==> src/rtl/game_status_tracker_if.sv <==
// Signal bundle between the board/move logic (master) and game_status_tracker (slave).
// Strobes are single-cycle pulses sampled on every rising clk edge while enable is high;
// nothing is acknowledged back, and a strobe held high for k cycles counts as k events.
interface game_status_tracker_if;
  logic       enable;
  logic       startGame;
  logic [6:0] givenCount;
  logic       moveStrobe;
  logic       moveCorrect;
  logic       cellFilled;
  logic       secTick;
  logic [1:0] registradores;
  logic [6:0] filledCount;
  logic [1:0] errorsLeft;
  logic [9:0] timeLeft;

  modport master (
    output enable, startGame, givenCount, moveStrobe, moveCorrect, cellFilled, secTick,
    input  registradores, filledCount, errorsLeft, timeLeft
  );

  modport slave (
    input  enable, startGame, givenCount, moveStrobe, moveCorrect, cellFilled, secTick,
    output registradores, filledCount, errorsLeft, timeLeft
  );
endinterface

==> src/rtl/game_status_tracker.sv <==
// Sudoku round tracker: counts placed digits and lives, reports won (01) / lost (10).
// Define GAME_STATUS_TIMEOUT_EN to build the secTick-driven round timer.
module game_status_tracker #(
  parameter int TOTAL_CELLS = 81,
  parameter int MAX_ERRORS  = 3,
  parameter int TIME_LIMIT  = 600
) (
  input  logic                 clk,
  input  logic                 rstn,
  game_status_tracker_if.slave bus,
  output logic [1:0]           state_dbg
);

  typedef enum logic [1:0] {
    S_IDLE    = 2'd0,
    S_PLAYING = 2'd1,
    S_WON     = 2'd2,
    S_LOST    = 2'd3
  } state_t;

  localparam logic [6:0] TOTAL_W  = 7'(TOTAL_CELLS);
  localparam logic [1:0] ERRORS_W = 2'(MAX_ERRORS);

  state_t     state_q, state_d;
  logic [6:0] filled_q, filled_d;
  logic [1:0] errors_q, errors_d;
  logic [1:0] regs_q;

`ifdef GAME_STATUS_TIMEOUT_EN
  localparam logic [9:0] TIME_W = 10'(TIME_LIMIT);
  logic [9:0] time_q, time_d;
`endif

  function automatic logic [1:0] result_code(input state_t s);
    case (s)
      S_WON:   result_code = 2'b01;
      S_LOST:  result_code = 2'b10;
      default: result_code = 2'b00;
    endcase
  endfunction

  always_ff @(posedge clk or negedge rstn) begin
    if (!rstn) begin
      state_q  <= S_IDLE;
      filled_q <= 7'd0;
      errors_q <= ERRORS_W;
      regs_q   <= 2'b00;
`ifdef GAME_STATUS_TIMEOUT_EN
      time_q   <= TIME_W;
`endif
    end else begin
      state_q  <= state_d;
      filled_q <= filled_d;
      errors_q <= errors_d;
      regs_q   <= result_code(state_d);
`ifdef GAME_STATUS_TIMEOUT_EN
      time_q   <= time_d;
`endif
    end
  end

  always_comb begin
    state_d  = state_q;
    filled_d = filled_q;
    errors_d = errors_q;
`ifdef GAME_STATUS_TIMEOUT_EN
    time_d   = time_q;
`endif
    if (bus.enable) begin
      // A start (or restart) pre-empts any move or tick in the same cycle.
      if ((state_q == S_IDLE || state_q == S_PLAYING) && bus.startGame) begin
        errors_d = ERRORS_W;
`ifdef GAME_STATUS_TIMEOUT_EN
        time_d   = TIME_W;
`endif
        if (int'(bus.givenCount) >= TOTAL_CELLS) begin
          filled_d = TOTAL_W;
          state_d  = S_WON;
        end else begin
          filled_d = bus.givenCount;
          state_d  = S_PLAYING;
        end
      end else if (state_q == S_PLAYING) begin
        if (bus.moveStrobe) begin
          if (!bus.moveCorrect) begin
            if (errors_q <= 2'd1) begin
              errors_d = 2'd0;
              state_d  = S_LOST;
            end else begin
              errors_d = errors_q - 2'd1;
            end
          end else if (!bus.cellFilled && filled_q < TOTAL_W) begin
            filled_d = filled_q + 7'd1;
            if (filled_q + 7'd1 == TOTAL_W) state_d = S_WON;
          end
        end
`ifdef GAME_STATUS_TIMEOUT_EN
        // Evaluated after the move so an expiring clock outranks a same-cycle win.
        if (bus.secTick) begin
          if (time_q <= 10'd1) begin
            time_d  = 10'd0;
            state_d = S_LOST;
          end else begin
            time_d = time_q - 10'd1;
          end
        end
`endif
      end
    end
  end

  assign bus.registradores = regs_q;
  assign bus.filledCount   = filled_q;
  assign bus.errorsLeft    = errors_q;
  assign state_dbg         = state_q;

`ifdef GAME_STATUS_TIMEOUT_EN
  assign bus.timeLeft = time_q;
`else
  logic unused_timer;
  assign unused_timer = ^{bus.secTick, 10'(TIME_LIMIT)};
  assign bus.timeLeft = 10'd0;
`endif

endmodule

==> src/flat_wrapper.sv <==
// flat-port wrapper written by rule: the top's interface ports become plain ports
module game_status_tracker_flat 
#(
  parameter int TOTAL_CELLS = 81,
  parameter int MAX_ERRORS  = 3,
  parameter int TIME_LIMIT  = 600
)
  (clk, rstn, state_dbg, bus_enable, bus_startGame, bus_givenCount, bus_moveStrobe, bus_moveCorrect, bus_cellFilled, bus_secTick, bus_registradores, bus_filledCount, bus_errorsLeft, bus_timeLeft);
  game_status_tracker_if bus_i ();
  input  logic clk;
  input  logic rstn;
  output logic [1:0] state_dbg;
  input wire logic [$bits(bus_i.enable)-1:0] bus_enable;
  input wire logic [$bits(bus_i.startGame)-1:0] bus_startGame;
  input wire logic [$bits(bus_i.givenCount)-1:0] bus_givenCount;
  input wire logic [$bits(bus_i.moveStrobe)-1:0] bus_moveStrobe;
  input wire logic [$bits(bus_i.moveCorrect)-1:0] bus_moveCorrect;
  input wire logic [$bits(bus_i.cellFilled)-1:0] bus_cellFilled;
  input wire logic [$bits(bus_i.secTick)-1:0] bus_secTick;
  output wire logic [$bits(bus_i.registradores)-1:0] bus_registradores;
  output wire logic [$bits(bus_i.filledCount)-1:0] bus_filledCount;
  output wire logic [$bits(bus_i.errorsLeft)-1:0] bus_errorsLeft;
  output wire logic [$bits(bus_i.timeLeft)-1:0] bus_timeLeft;
  assign bus_i.enable = bus_enable;
  assign bus_i.startGame = bus_startGame;
  assign bus_i.givenCount = bus_givenCount;
  assign bus_i.moveStrobe = bus_moveStrobe;
  assign bus_i.moveCorrect = bus_moveCorrect;
  assign bus_i.cellFilled = bus_cellFilled;
  assign bus_i.secTick = bus_secTick;
  assign bus_registradores = bus_i.registradores;
  assign bus_filledCount = bus_i.filledCount;
  assign bus_errorsLeft = bus_i.errorsLeft;
  assign bus_timeLeft = bus_i.timeLeft;
  game_status_tracker #(.TOTAL_CELLS(TOTAL_CELLS), .MAX_ERRORS(MAX_ERRORS), .TIME_LIMIT(TIME_LIMIT)) u_core (.clk(clk), .rstn(rstn), .bus(bus_i), .state_dbg(state_dbg));
endmodule
==> config.mk <==
export PLATFORM = sky130hd
export DESIGN_NAME = game_status_tracker_flat
export DESIGN_NICKNAME = d
export VERILOG_FILES = /design/src/rtl/game_status_tracker_if.sv /design/src/rtl/game_status_tracker.sv /design/src/flat_wrapper.sv
export SDC_FILE = /design/constraint.sdc
export NUM_CORES = 1
export LEC_CHECK = 0
export CAP_MARGIN = 40
export CORE_ASPECT_RATIO = 1.25
export CORE_UTILIZATION = 42
export CTS_CLUSTER_SIZE = 10
export DETAILED_ROUTE_END_ITERATION = 10
export MAX_ROUTING_LAYER = met4
export PLACE_DENSITY = 0.78
export SYNTH_ARGS = -nofsm -noshare
export SYNTH_HDL_FRONTEND = slang
export SYNTH_SLANG_ARGS = --single-unit
==> constraint.sdc <==
create_clock -name clk -period 1.8 [get_ports clk]
set_input_delay 0.36 -clock clk [delete_from_list [all_inputs] [get_ports clk]]
set_output_delay 0.36 -clock clk [all_outputs]
set_load 0.005 [all_outputs]
==> metrics.txt, run 1 <==
outcome=complete, no violations; Reg clk slew, reported paths=0.09 ns; clock skew=0.01118 ns; Synth area leader=dfrtp_1; Internal=1.054 mW; Yosys reg bits=13; vias per cell=5.378; Net Sw Power=0.6855 mW; Sw Share=39.40%; diode count=0; clk_lat worst skew=0.29 ns; R2R Path Start=u_core.bus.filledCount[0]; period utilization=96.94%; Chip Height=54.99 µm; IO Count=38; Syn. warnings=0; Yosys cell types=37; Setup Viol. Count Final=0; die area=2441 µm²; Area Overhead vs Synth=45.76%; RSZ-0062 raised after global routing=true; Startpoint Class=primary input; min Tclk post-route=1.745 ns; DR iter-0 viols=25; Synth Cell Area=943.4 µm²; Min Hold Slack=0.4419 ns; dominant cells by area after synthesis=dfrtp_1 29%, buf_4 8.0%, dfstp_2 5.6%; top_reg_cell synth=dfrtp_1; vias in the first global route=919; via count=1011; crit path from=bus_givenCount[0]; worst-margin pin slew=0.6095 ns; Avg WL per Cell=13.42 µm; first-pass GRT wire length=4057 µm; fill count=174; pin count of the biggest net entering global routing=14; synth cell count leaders=13 x nor2_1, 11 x dfrtp_1, 11 x nand2_1, 10 x buf_4, 7 x o21ai_1; CTS tree=built; antenna-violating nets left=0; achievable frequency=0.5731 GHz; Lkg Pwr=0.5671 nW; drt drc=0; dpl cell area=1301 µm²; area share of the largest cell type after synthesis=29.18%; clk sinks=13; GRT overflow=0; CTS Buf Count=3; Relative slew margins=59.24%; total track usage=24.08%; CTS Hold Bufs=0; Critical Path Sink Type=flip-flop; Final nets=176; Buffers on Ports=26; CP max FO=3; max incr delay on CP=0.45 ns; die width=44.39 µm; EDFF count, synth=0; CTS Root Cell=clkbuf_4; initial antenna violation count=0; Synth Area per Inst=8.133 µm²; part of the power in the clock network=10.9%; Max-cap violations=0; proportion of layout cells with a drive suffix above 1=20.89%; Final Cell Area=1375 µm²; critical path class=in2reg; final WL=2523 µm; maximum VDD drop=0.0007962 V; max-slew violation count=0; Worst path slowest cell=o41a_1; Core Box Area=2049 µm²; Routability Congestion=0.9751; count leader, synth=nor2_1; CP Data Arrival Time=1.93 ns; CTS H-tree lvls=1; ys async rst share=100.0%; Reg power frac=32.5%; drt first pass iters=4; crit-path cells=clkdlybuf4s50_1 > o41a_1 > o21ai_2 > and2_4 > mux2i_1 > a311oi_1; Required @ worst endpoint=1.98 ns; Starting Density=46.03%; Hold Crit Class=in2async; clk buf depth=2; Comb pwr share=56.6%; Final Hold Fails=0; Syn Inst Count=116; register area share after synthesis=34.75%; DP HPWL=1871 µm; power per cell area=1265 nW/µm²; FP Rows=18
-- worst max-delay path: cells and delay by family --
family | cells | cell delay, ns
buffers and inverters | 1 | 0.43
and+or+nand+nor | 1 | 0.17
muxes | 1 | 0.10
AOI/OAI and AO/OA | 3 | 0.87
-- repair_timing --
item | 4_1_cts | 5_1_grt
setup endpoints to repair | 1 | 10
gates cloned | 0 | 0
resized for setup | 2 | 11
buffers inserted | 0 | 0
pin swaps | 0 | 3
-- per-layer routing --
layer  vias up  wire, µm  GRT usage, %
met5         -         0             -
met4         0        55         11.62
met3         7       111         3.247
met2        39      1283         40.93
met1       484      1073         28.11
li1        481         -             -
-- stage by stage --
step           TNS (ns)  std cells  setup WS (ns)  power, mW  utilization [%]
2_1_floorplan         0        125        0.06927      1.002                -
3_3_place_gp     -1.863        184        -0.2269      1.451            63.49
3_5_place_dp     -2.123        184        -0.2925      1.476            63.49
4_1_cts               0        188        0.01515      1.675            65.20
5_1_grt        -0.01891        188       -0.01891      1.876            67.09
6_report              0        188        0.05505      1.740            67.09
-- cells in the final DEF, fill, tap and decap left out, types with 3 or more instances in the layout --
cell	count
clkdlybuf4s50_1	26
buf_4	14
nor2_1	13
nand2_1	11
conb_1	10
dfrtp_1	9
o21ai_1	6
a21oi_1	5
o22ai_1	4
o21ai_0	4
inv_1	3
and2_1	3
nand3_1	3
nor3_1	3
nor3b_1	3
o31ai_1	3
clkbuf_4	3
-- path summary, 6_finish.rpt --
kind                                               endpoint  slack [ns]  cells after the start
worst min register to register     u_core.bus.errorsLeft[0]        0.50                      2
max in group asynchronous         u_core.bus.filledCount[0]        0.93                      1
worst min-delay path              u_core.bus.filledCount[2]        0.44                      1
min in group clk                   u_core.bus.errorsLeft[0]        0.50                      2
worst max-delay path            u_core.bus.registradores[1]        0.06                      6
worst max register to register  u_core.bus.registradores[1]        0.07                      7
-- power groups by stage --
stage | logic, mW | clock network [mW] | registers [mW]
floorplan | 0.440 | 0 | 0.562
global placement | 0.910 | 0 | 0.541
detailed placement | 0.929 | 0 | 0.547
CTS | 0.943 | 0.190 | 0.542
global route | 1.08 | 0.213 | 0.582
finish | 0.985 | 0.190 | 0.565
-- area by class of cell --
| type | count | area, µm² | area share [%] |
|---|---|---|---|
| tap | 30 | 37.54 | 2.730 |
| timing repair buffer | 42 | 387.9 | 28.21 |
| sequential | 13 | 330.3 | 24.02 |
| multi-input combinational | 95 | 578.1 | 42.04 |
| inverter | 4 | 15.01 | 1.092 |
| clock buffer | 4 | 26.28 | 1.911 |
-- logic make-up after synthesis --
family	after synthesis	synth area share (%)
AOI/OAI and AO/OA	35	23.74
xor gates and xnor gates	1	0.9286
adders and majority gates	2	2.652
buffers and inverters	17	11.54
DFF	13	34.75
muxes	2	2.122
other	1	0.3975
and+or+nand+nor	45	23.87
-- registers in the layout, indices dropped and copies added (netlist names) --
register / flops
u_core.bus.errorsLeft: 2
u_core.bus.filledCount: 7
u_core.bus.registradores: 2
u_core.state_dbg: 2
No activity file was read; power rests on OpenSTA's default activity.
==> inputs of run 2 (changes only) <==
Settings changed: CAP_MARGIN 40 to 20.
==> results of run 2 <==
No change in the layout: final DEF, timing and power equal those of run 1.
==> inputs of run 3 (changes only) <==
Settings changed: CORE_ASPECT_RATIO 1.25 to not set.
==> run 3 against run 2 <==
Net effect:
- via count increased by 5.0%
- largest cell class unchanged
- die area about the same
- sequential power increased by 3%
- combinational power increased by 9%
- non-clock buffer count increased by 3
- largest power group unchanged
==> metrics.txt, run 3 (synthesis results as in run 1) <==
CTS Buf Count=3; Reg clk slew, reported paths=0.08 ns; vias in the first global route=949; Setup Viol. Count Final=0; Starting Density=46.20%; drt first pass iters=4; outcome=complete, no violations; clk buf depth=2; final WL=2712 µm; diode count=0; CTS tree=built; drt drc=0; clock skew=0.001039 ns; Final Cell Area=1441 µm²; achievable frequency=0.5636 GHz; Final Hold Fails=0; total track usage=22.73%; die area=2440 µm²; Final nets=180; fin cells=189; first-pass GRT wire length=4160 µm; period utilization=98.58%; clk sinks=13; Chip Height=49.40 µm; Required @ worst endpoint=1.44 ns; GRT overflow=0; maximum VDD drop=0.0008423 V; Buffers on Ports=26; Core Util, Final=70.59%; DR iter-0 viols=53; max-slew violation count=0; Core Box Area=2042 µm²; Setup TNS=0 ns; CP Data Arrival Time=1.41 ns; max reg flops=7; Startpoint Class=flip-flop; Avg WL per Cell=14.35 µm; CTS Hold Bufs=0; clk_lat worst skew=0.28 ns; proportion of layout cells with a drive suffix above 1=25.31%; min Tclk post-route=1.774 ns; pin count of the biggest net entering global routing=14; via count=1062; commonest cells after routing, fill and taps aside=26 x clkdlybuf4s50_1, 18 x buf_4, 11 x nor2_1, 11 x nand2_1, 10 x conb_1; FP Rows=16; CP max FO=7; Relative slew margins=58.36%; initial antenna violation count=0; CTS Root Cell=clkbuf_4; placed cell count=182; DP HPWL=1933 µm; Max-cap violations=0; Lkg Pwr=0.5900 nW; Critical Path Sink Type=output port; dpl cell area=1305 µm²; vias per cell=5.619; power per cell area=1278 nW/µm²; worst-margin pin slew=0.6226 ns; Area Overhead vs Synth=52.78%; CTS H-tree lvls=1; antenna-violating nets left=0; IO Count=38; Hold Crit Class=in2async; die width=49.40 µm; Routability Congestion=0.9065; most common cell after layout, fill and taps aside=clkdlybuf4s50_1; critical path class=reg2out
==> run 3: path summary, 6_finish.rpt <==
check / slack (ns) / end / startpoint / cells past startpoint
min in group clk: 0.50 / u_core.bus.errorsLeft[1] / u_core.bus.errorsLeft[1] / 2
hold / removal: 0.46 / u_core.bus.filledCount[4] / rstn / 1
max in group asynchronous: 0.90 / u_core.bus.filledCount[0] / rstn / 1
setup reg to reg: 0.11 / u_core.bus.registradores[1] / u_core.bus.filledCount[3] / 7
hold reg to reg: 0.50 / u_core.bus.errorsLeft[1] / u_core.bus.errorsLeft[1] / 2
setup / recovery: 0.03 / bus_filledCount[3] / u_core.bus.filledCount[3] / 2
==> run 3: critical path: stages, from the launching register on <==
cell             delay, ns
dfrtp_1               0.42
buf_4                 0.20
clkdlybuf4s50_1       0.52
==> run 3: cell type report <==
cell class | count | area, µm²
Multi-Input combinational cell | 96 | 629.4
Fill cell | 165 | 600.6
Timing Repair Buffer | 45 | 406.6
Sequential cell | 13 | 330.3
Tap cell | 27 | 33.78
Clock buffer | 4 | 26.28
Inverter | 4 | 15.01
==> run 3: repair_timing <==
action | in CTS | in global routing
setup endpoints to repair | 1 | 10
pin swaps | 2 | 9
setup buffers | 0 | 2
gates resized for setup | 2 | 17
cloned | 0 | 1
==> run 3: metal layers <==
layer	share of wire, %	global-route usage, %
met3	6.9	1.869
met4	2.1	8.571
met5	0	-
met2	46	36.99
met1	45	29.34
==> run 3: metrics by stage <==
step                      hold slack, ns  total power, mW  worst slack (ns)
final                             0.4589            1.842           0.02556
after global routing              0.5116            1.963          -0.01675
after CTS                         0.4704            1.683          0.005944
after detailed placement          0.4887            1.488           -0.3198
after global placement            0.4829            1.451           -0.2462
after floorplan                  0.06441            1.002           0.06927
==> run 3: power by group <==
part / internal, mW / total, mW / switching, mW
clock: 0.0861 / 0.188 / 0.102
combinational: 0.578 / 1.07 / 0.496
sequential: 0.424 / 0.580 / 0.156
total: 1.09 / 1.84 / 0.755
